`config.mk`:
```
export PLATFORM = sky130hd
export DESIGN_NAME = fc_data_mover_multi
export DESIGN_NICKNAME = d
export VERILOG_FILES = /design/src/rtl/fc_pkg.sv /design/src/rtl/fc_mac_lane.sv /design/src/rtl/fc_data_mover_multi.sv
export SDC_FILE = /design/constraint.sdc
export NUM_CORES = 2
export LEC_CHECK = 0
export BUFFER_PORTS_ARGS = -buffer_cell sky130_fd_sc_hd__buf_2
export CORE_ASPECT_RATIO = 1.5
export CORE_MARGIN = 2
export CORE_UTILIZATION = 25
export CTS_BUF_LIST = sky130_fd_sc_hd__clkbuf_16
export CTS_CLUSTER_DIAMETER = 50
export CTS_CLUSTER_SIZE = 8
export DETAILED_ROUTE_END_ITERATION = 8
export PLACE_DENSITY = 0.52
export SETUP_SLACK_MARGIN = 0.3
export SLEW_MARGIN = 20
export SYNTH_ARGS = -nofsm -noshare
export SYNTH_HDL_FRONTEND = slang
export SYNTH_SLANG_ARGS = --single-unit
```
`constraint.sdc`:
```
create_clock -name clk -period 7.4 [get_ports clk]
set_input_delay 1.11 -clock clk [delete_from_list [all_inputs] [get_ports clk]]
set_output_delay 1.11 -clock clk [all_outputs]
set_load 0.1 [all_outputs]
```
`src/rtl/fc_pkg.sv`:
```
// Shared types for the fully-connected data mover.
// FSM encodings and the lane slice helper.
package fc_pkg;

  typedef enum logic [2:0] {
    S_IDLE,
    S_RUN,
    S_DRAIN,
    S_WRITE,
    S_DONE
  } state_t;

  function automatic int lane_lo(
    input int lane,
    input int width
  );
    return lane * width;
  endfunction

endpackage

```
`src/rtl/fc_mac_lane.sv`:
```
// One signed multiply-accumulate lane.
// The accumulator wraps modulo 2^ACC_WIDTH.
module fc_mac_lane #(
  parameter int IN_DATA_WIDTH = 8,
  parameter int ACC_WIDTH     = 32
) (
  input  logic                     clk,
  input  logic                     reset_n,
  input  logic                     valid_i,
  input  logic                     clr_i,
  input  logic [IN_DATA_WIDTH-1:0] a_i,
  input  logic [IN_DATA_WIDTH-1:0] b_i,
  output logic [ACC_WIDTH-1:0]     acc_o
);

  localparam int XW = ACC_WIDTH - IN_DATA_WIDTH;

  logic [ACC_WIDTH-1:0] a_x;
  logic [ACC_WIDTH-1:0] b_x;
  logic [ACC_WIDTH-1:0] prod;

  // Low ACC_WIDTH bits of the widened product equal the signed product.
  assign a_x  = {{XW{a_i[IN_DATA_WIDTH-1]}}, a_i};
  assign b_x  = {{XW{b_i[IN_DATA_WIDTH-1]}}, b_i};
  assign prod = a_x * b_x;

  always_ff @(posedge clk or negedge reset_n) begin
    if (!reset_n) begin
      acc_o <= '0;
    end else if (clr_i) begin
      acc_o <= '0;
    end else if (valid_i) begin
      acc_o <= acc_o + prod;
    end
  end

endmodule

```
`src/rtl/fc_data_mover_multi.sv`:
```
// Multi-node FC engine: streams inputs and weight rows,
// runs LANES MAC lanes, writes one reduced sum per node.
module fc_data_mover_multi
  import fc_pkg::*;
#(
  parameter int LANES         = 4,
  parameter int IN_DATA_WIDTH = 8,
  parameter int DWIDTH        = LANES * IN_DATA_WIDTH,
  parameter int ACC_WIDTH     = 32,
  parameter int AWIDTH        = 12,
  parameter int CNT_BIT       = 16,
  parameter int RD_LATENCY    = 1
) (
  input  logic                 clk,
  input  logic                 reset_n,
  input  logic                 start_run_i,
  input  logic [CNT_BIT-1:0]   run_count_i,
  input  logic [CNT_BIT-1:0]   node_count_i,
  output logic                 idle_o,
  output logic                 busy_o,
  output logic                 done_o,
  output logic [CNT_BIT-1:0]   node_idx_o,
  output logic [AWIDTH-1:0]    addr_b0_o,
  output logic                 ce_b0_o,
  output logic                 we_b0_o,
  output logic [DWIDTH-1:0]    d_b0_o,
  input  logic [DWIDTH-1:0]    q_b0_i,
  output logic [AWIDTH-1:0]    addr_b1_o,
  output logic                 ce_b1_o,
  output logic                 we_b1_o,
  output logic [DWIDTH-1:0]    d_b1_o,
  input  logic [DWIDTH-1:0]    q_b1_i,
  output logic [AWIDTH-1:0]    addr_b2_o,
  output logic                 ce_b2_o,
  output logic                 we_b2_o,
  output logic [ACC_WIDTH-1:0] d_b2_o
);

  localparam int DCW = $clog2(RD_LATENCY + 2);

  state_t               state;
  state_t               nstate;
  logic [CNT_BIT-1:0]   k_q;
  logic [CNT_BIT-1:0]   n_q;
  logic [CNT_BIT-1:0]   kc_q;
  logic [CNT_BIT-1:0]   nc_q;
  logic [AWIDTH-1:0]    base_q;
  logic [DCW-1:0]       dcnt_q;
  logic [RD_LATENCY-1:0] vld_q;
  logic                 rd_valid;
  logic                 k_last;
  logic                 n_last;
  logic                 d_last;
  logic                 go;
  logic [ACC_WIDTH-1:0] acc [LANES];
  logic [ACC_WIDTH-1:0] sum;

  assign go     = (run_count_i != '0) && (node_count_i != '0);
  assign k_last = (k_q == kc_q - CNT_BIT'(1));
  assign n_last = (n_q == nc_q - CNT_BIT'(1));
  assign d_last = (dcnt_q == DCW'(RD_LATENCY));

  always_ff @(posedge clk or negedge reset_n) begin
    if (!reset_n) begin
      state <= S_IDLE;
    end else begin
      state <= nstate;
    end
  end

  always_comb begin
    nstate = state;
    unique case (state)
      S_IDLE: begin
        if (start_run_i) begin
          nstate = go ? S_RUN : S_DONE;
        end
      end
      S_RUN: begin
        if (k_last) begin
          nstate = S_DRAIN;
        end
      end
      S_DRAIN: begin
        if (d_last) begin
          nstate = S_WRITE;
        end
      end
      S_WRITE: begin
        nstate = n_last ? S_DONE : S_RUN;
      end
      S_DONE: begin
        nstate = S_IDLE;
      end
      default: begin
        nstate = S_IDLE;
      end
    endcase
  end

  always_ff @(posedge clk or negedge reset_n) begin
    if (!reset_n) begin
      k_q    <= '0;
      n_q    <= '0;
      kc_q   <= '0;
      nc_q   <= '0;
      base_q <= '0;
      dcnt_q <= '0;
    end else begin
      unique case (state)
        S_IDLE: begin
          if (start_run_i) begin
            kc_q   <= run_count_i;
            nc_q   <= node_count_i;
            k_q    <= '0;
            n_q    <= '0;
            base_q <= '0;
            dcnt_q <= '0;
          end
        end
        S_RUN: begin
          k_q <= k_last ? '0 : k_q + CNT_BIT'(1);
        end
        S_DRAIN: begin
          dcnt_q <= d_last ? '0 : dcnt_q + DCW'(1);
        end
        S_WRITE: begin
          if (!n_last) begin
            n_q    <= n_q + CNT_BIT'(1);
            base_q <= base_q + AWIDTH'(kc_q);
          end
        end
        default: begin
        end
      endcase
    end
  end

  // Read-data qualifier: RUN delayed by the BRAM read latency.
  always_ff @(posedge clk or negedge reset_n) begin
    if (!reset_n) begin
      vld_q <= '0;
    end else begin
      vld_q[0] <= (state == S_RUN);
      for (int i = 1; i < RD_LATENCY; i++) begin
        vld_q[i] <= vld_q[i-1];
      end
    end
  end

  assign rd_valid = vld_q[RD_LATENCY-1];

  for (genvar i = 0; i < LANES; i++) begin : g_lane
    localparam int LO = lane_lo(i, IN_DATA_WIDTH);
    fc_mac_lane #(
      .IN_DATA_WIDTH(IN_DATA_WIDTH),
      .ACC_WIDTH    (ACC_WIDTH)
    ) u_lane (
      .clk    (clk),
      .reset_n(reset_n),
      .valid_i(rd_valid),
      .clr_i  (state == S_WRITE),
      .a_i    (q_b0_i[LO +: IN_DATA_WIDTH]),
      .b_i    (q_b1_i[LO +: IN_DATA_WIDTH]),
      .acc_o  (acc[i])
    );
  end

  always_comb begin
    sum = '0;
    for (int i = 0; i < LANES; i++) begin
      sum = sum + acc[i];
    end
  end

  always_comb begin
    idle_o    = (state == S_IDLE);
    busy_o    = 1'b0;
    done_o    = (state == S_DONE);
    ce_b0_o   = 1'b0;
    ce_b1_o   = 1'b0;
    addr_b0_o = '0;
    addr_b1_o = '0;
    ce_b2_o   = 1'b0;
    we_b2_o   = 1'b0;
    addr_b2_o = '0;
    d_b2_o    = '0;
    unique case (state)
      S_RUN: begin
        busy_o    = 1'b1;
        ce_b0_o   = 1'b1;
        ce_b1_o   = 1'b1;
        addr_b0_o = AWIDTH'(k_q);
        addr_b1_o = base_q + AWIDTH'(k_q);
      end
      S_DRAIN: begin
        busy_o = 1'b1;
      end
      S_WRITE: begin
        busy_o    = 1'b1;
        ce_b2_o   = 1'b1;
        we_b2_o   = 1'b1;
        addr_b2_o = AWIDTH'(n_q);
        d_b2_o    = sum;
      end
      default: begin
      end
    endcase
  end

  assign node_idx_o = n_q;
  assign we_b0_o    = 1'b0;
  assign d_b0_o     = '0;
  assign we_b1_o    = 1'b0;
  assign d_b1_o     = '0;

endmodule

```
==> impl_metrics.tcl <==
set metrics [dict create \
    track_usage 0.139 \
    cp.required_ns 7.83 \
    hp-start "dcnt_q[1]" \
    core_um2 119000 \
    gp_congestion 0.858 \
    rows 155 \
    r2r-end "node_idx_o[15]" \
    synth-edff-count 0 \
    synth-main-ff-cell "dfrtp_1" \
    grt_max_degree 112 \
    setup_ws_ns 0.477 \
    die_y_um 428 \
    cp.arrival_ns 7.36 \
    worstRegToRegCells 11 \
    critPathLaunchType "input pin" \
    num_antenna_cells 0 \
    worst-path-max-fanout 8 \
    r2r-start "nc_q[0]" \
    setup-violations-final 0 \
    hpwl_mm 70.9 \
    multiInputGateArea_um2 23000 \
    post-place-ws_ns -0.259 \
    worst_pin_slew_ns 0.972 \
    crit_family "adder cells" \
    drc 0 \
    chipWidth_um 287 \
    clk_latency_ns 0.57 \
    cts_sinks 210 \
    mostFrequentLayoutCell "inv_1" \
    vias 25100 \
    io_buffers 189 \
    setup_tns_ns 0 \
    synth_area_um2 29900 \
    drt-total-wl_mm 85.4 \
    final_antenna_net_count 0 \
    rrSetupSlack_ns 3.78 \
    synthToLayoutAreaGrowth_pct 21.5 \
    initialDrtViolationCount 890 \
    period_needed_ns 6.92 \
    skew_ns 0.0307 \
    ys_seq_area_frac 0.175 \
    post_synth_and_or_nand_nor_area_fraction 0.173 \
    fillCellCount 12700 \
    io_pins 256 \
    synthCells 3397 \
    first_global_vias 26100 \
    die_area_um2 123000 \
    htree_levels 2 \
    slew_headroom 0.352 \
    initial_core_util 0.252 \
    synth_seq_cells 210 \
    synthDistinctLibCells 73 \
    clk_pin_slew_worst_paths_ns 0.05 \
    antenna_found_initial 0 \
    cts_tree "done" \
    max_freq_ghz 0.144 \
    hold_end "dcnt_q[1]" \
    synth_xor_area_frac 0.0778 \
    min_path_cells 1 \
    fin_crit_sh 0.936 \
    grt_pass1_wl_mm 137 \
    final-hold-violation-count 0 \
    drt_pass1_iterations 5 \
    crit_path_end_kind "flip-flop" \
    max-cap-violations 0 \
    syn_area_per_cell_um2 8.82 \
    cts_made_buffers 41 \
    synth_top_family_by_area "adder cells" \
    seq_area_um2 5260 \
    hold_class "reg2reg" \
    synth-adder-area-share 0.320 \
    avgViaCountPerCell 4.58 \
    async_flop_share 1.00 \
    status "complete, no violations" \
    synth_compound_area_frac 0.139 \
    cp_num_buf_inv 5 \
    cts_root_buffer "clkbuf_16" \
    synth_mux_area_frac 0.0378 \
    layout_common_cells "inv_1, buf_4, ha_1, nor2_1, fa_1" \
    synth.yosys.warnings 0 \
    final_layout_size_suffix_gt1_frac 0.175 \
    worst_hold_slack_ns 0.509 \
    slowest_stage "fa_1" \
    grt_overflow 0 \
    crit_type "in2reg" \
    cpPeakStageDelay_ns 0.54 \
    rsz0062_at_grt "true" \
    slew_viol_final 0 \
    cts_buffer_depth 3 \
    nets 4567 \
    wl_per_cell_um 15.6 \
]
==> final cells by class <==
| cell class | instances | share of cell area |
|---|---|---|
| Timing Repair Buffer | 512 | 0.0932 |
| Clock inverter | 27 | 0.00664 |
| Inverter | 398 | 0.0412 |
| Clock buffer | 42 | 0.0289 |
| Sequential cell | 210 | 0.145 |
| Multi-Input combinational cell | 2712 | 0.632 |
| Tap cell | 1570 | 0.0540 |
==> flip-flops by register name, indices dropped and copies added (netlist names) <==
register and count:
g_lane.u_lane.acc_o 128, k_q 16, kc_q 16, nc_q 16
node_idx_o 16, base_q 12, state 3, dcnt_q 2
rd_valid 1
==> routing by layer <==
metal / part of all wire / up-vias / track usage
met5: 0 / - / 0
met4: 0.037 / 0 / 0.0485
met3: 0.028 / 136 / 0.0131
met2: 0.55 / 406 / 0.276
met1: 0.38 / 12300 / 0.151
li1: - / 12300 / -
==> timing repair <==
action,in CTS,in global routing
gates cloned,0,0
pin swaps,0,33
gates resized for setup,2,78
setup buffers,0,9
endpoints found under the setup margin,1,32
hold buffers,0,0
==> cell usage after synthesis, drive strengths merged, types with 45 or more instances <==
master,instances,area share
inv,397,0.050
ha,305,0.13
nor2,296,0.037
fa,288,0.19
and2,218,0.046
dfrtp,210,0.18
a21oi,201,0.034
xnor2,187,0.055
nand2,177,0.022
o21ai,135,0.023
buf,86,0.020
a21o,82,0.021
xor2,79,0.023
mux2i,77,0.026
nor3,62,0.010
clkbuf,56,0.0070
nor2b,50,0.010
nand3,48,0.0080
nand2b,45,0.0094
==> how the worst max path moves through the flow <==
stage	startpoint	endpoint	slack, ns	cells past startpoint
floorplan	q_b0_i[5]	g_lane[0].u_lane.acc_o[31]	0.17	27
global placement	q_b1_i[9]	g_lane[1].u_lane.acc_o[25]	-0.23	33
detailed placement	q_b0_i[13]	g_lane[1].u_lane.acc_o[31]	-0.26	31
CTS	q_b0_i[13]	g_lane[1].u_lane.acc_o[31]	0.32	31
global route	q_b0_i[30]	g_lane[3].u_lane.acc_o[31]	0.04	31
finish	q_b0_i[30]	g_lane[3].u_lane.acc_o[31]	0.48	31
==> worst reg2reg max path: stages, from the launching register on <==
cell and delay [ns]:
dfrtp_1 0.40, inv_1 0.08, ha_1 0.19, nor4b_1 0.64, a31oi_1 0.21, a211oi_1 0.25, nor3_1 0.11, o2111a_1 0.32
a21oi_1 0.77, nand3_1 0.24, xor2_1 0.20, nor2_1 0.05
==> cells by family after synthesis <==
logic type | after synthesis
AO/OA/AOI/OAI | 654
flip-flops | 210
other | 1
adder cells (fa/ha/maj) | 593
multiplexers | 109
AND/OR/NAND/NOR | 1024
buffers and inverters | 540
XOR/XNOR | 266
==> through the flow <==
step	util	cell area, µm²	instances
2_1_floorplan	-	30200	3462
3_3_place_gp	0.292	34700	5393
3_5_place_dp	0.292	34700	5393
4_1_cts	0.303	36000	5462
5_1_grt	0.306	36400	5471
6_report	0.306	36400	5471
Power is not shown: default switching activity piles up to over one toggle a cycle in this logic, so the estimate is an artifact.
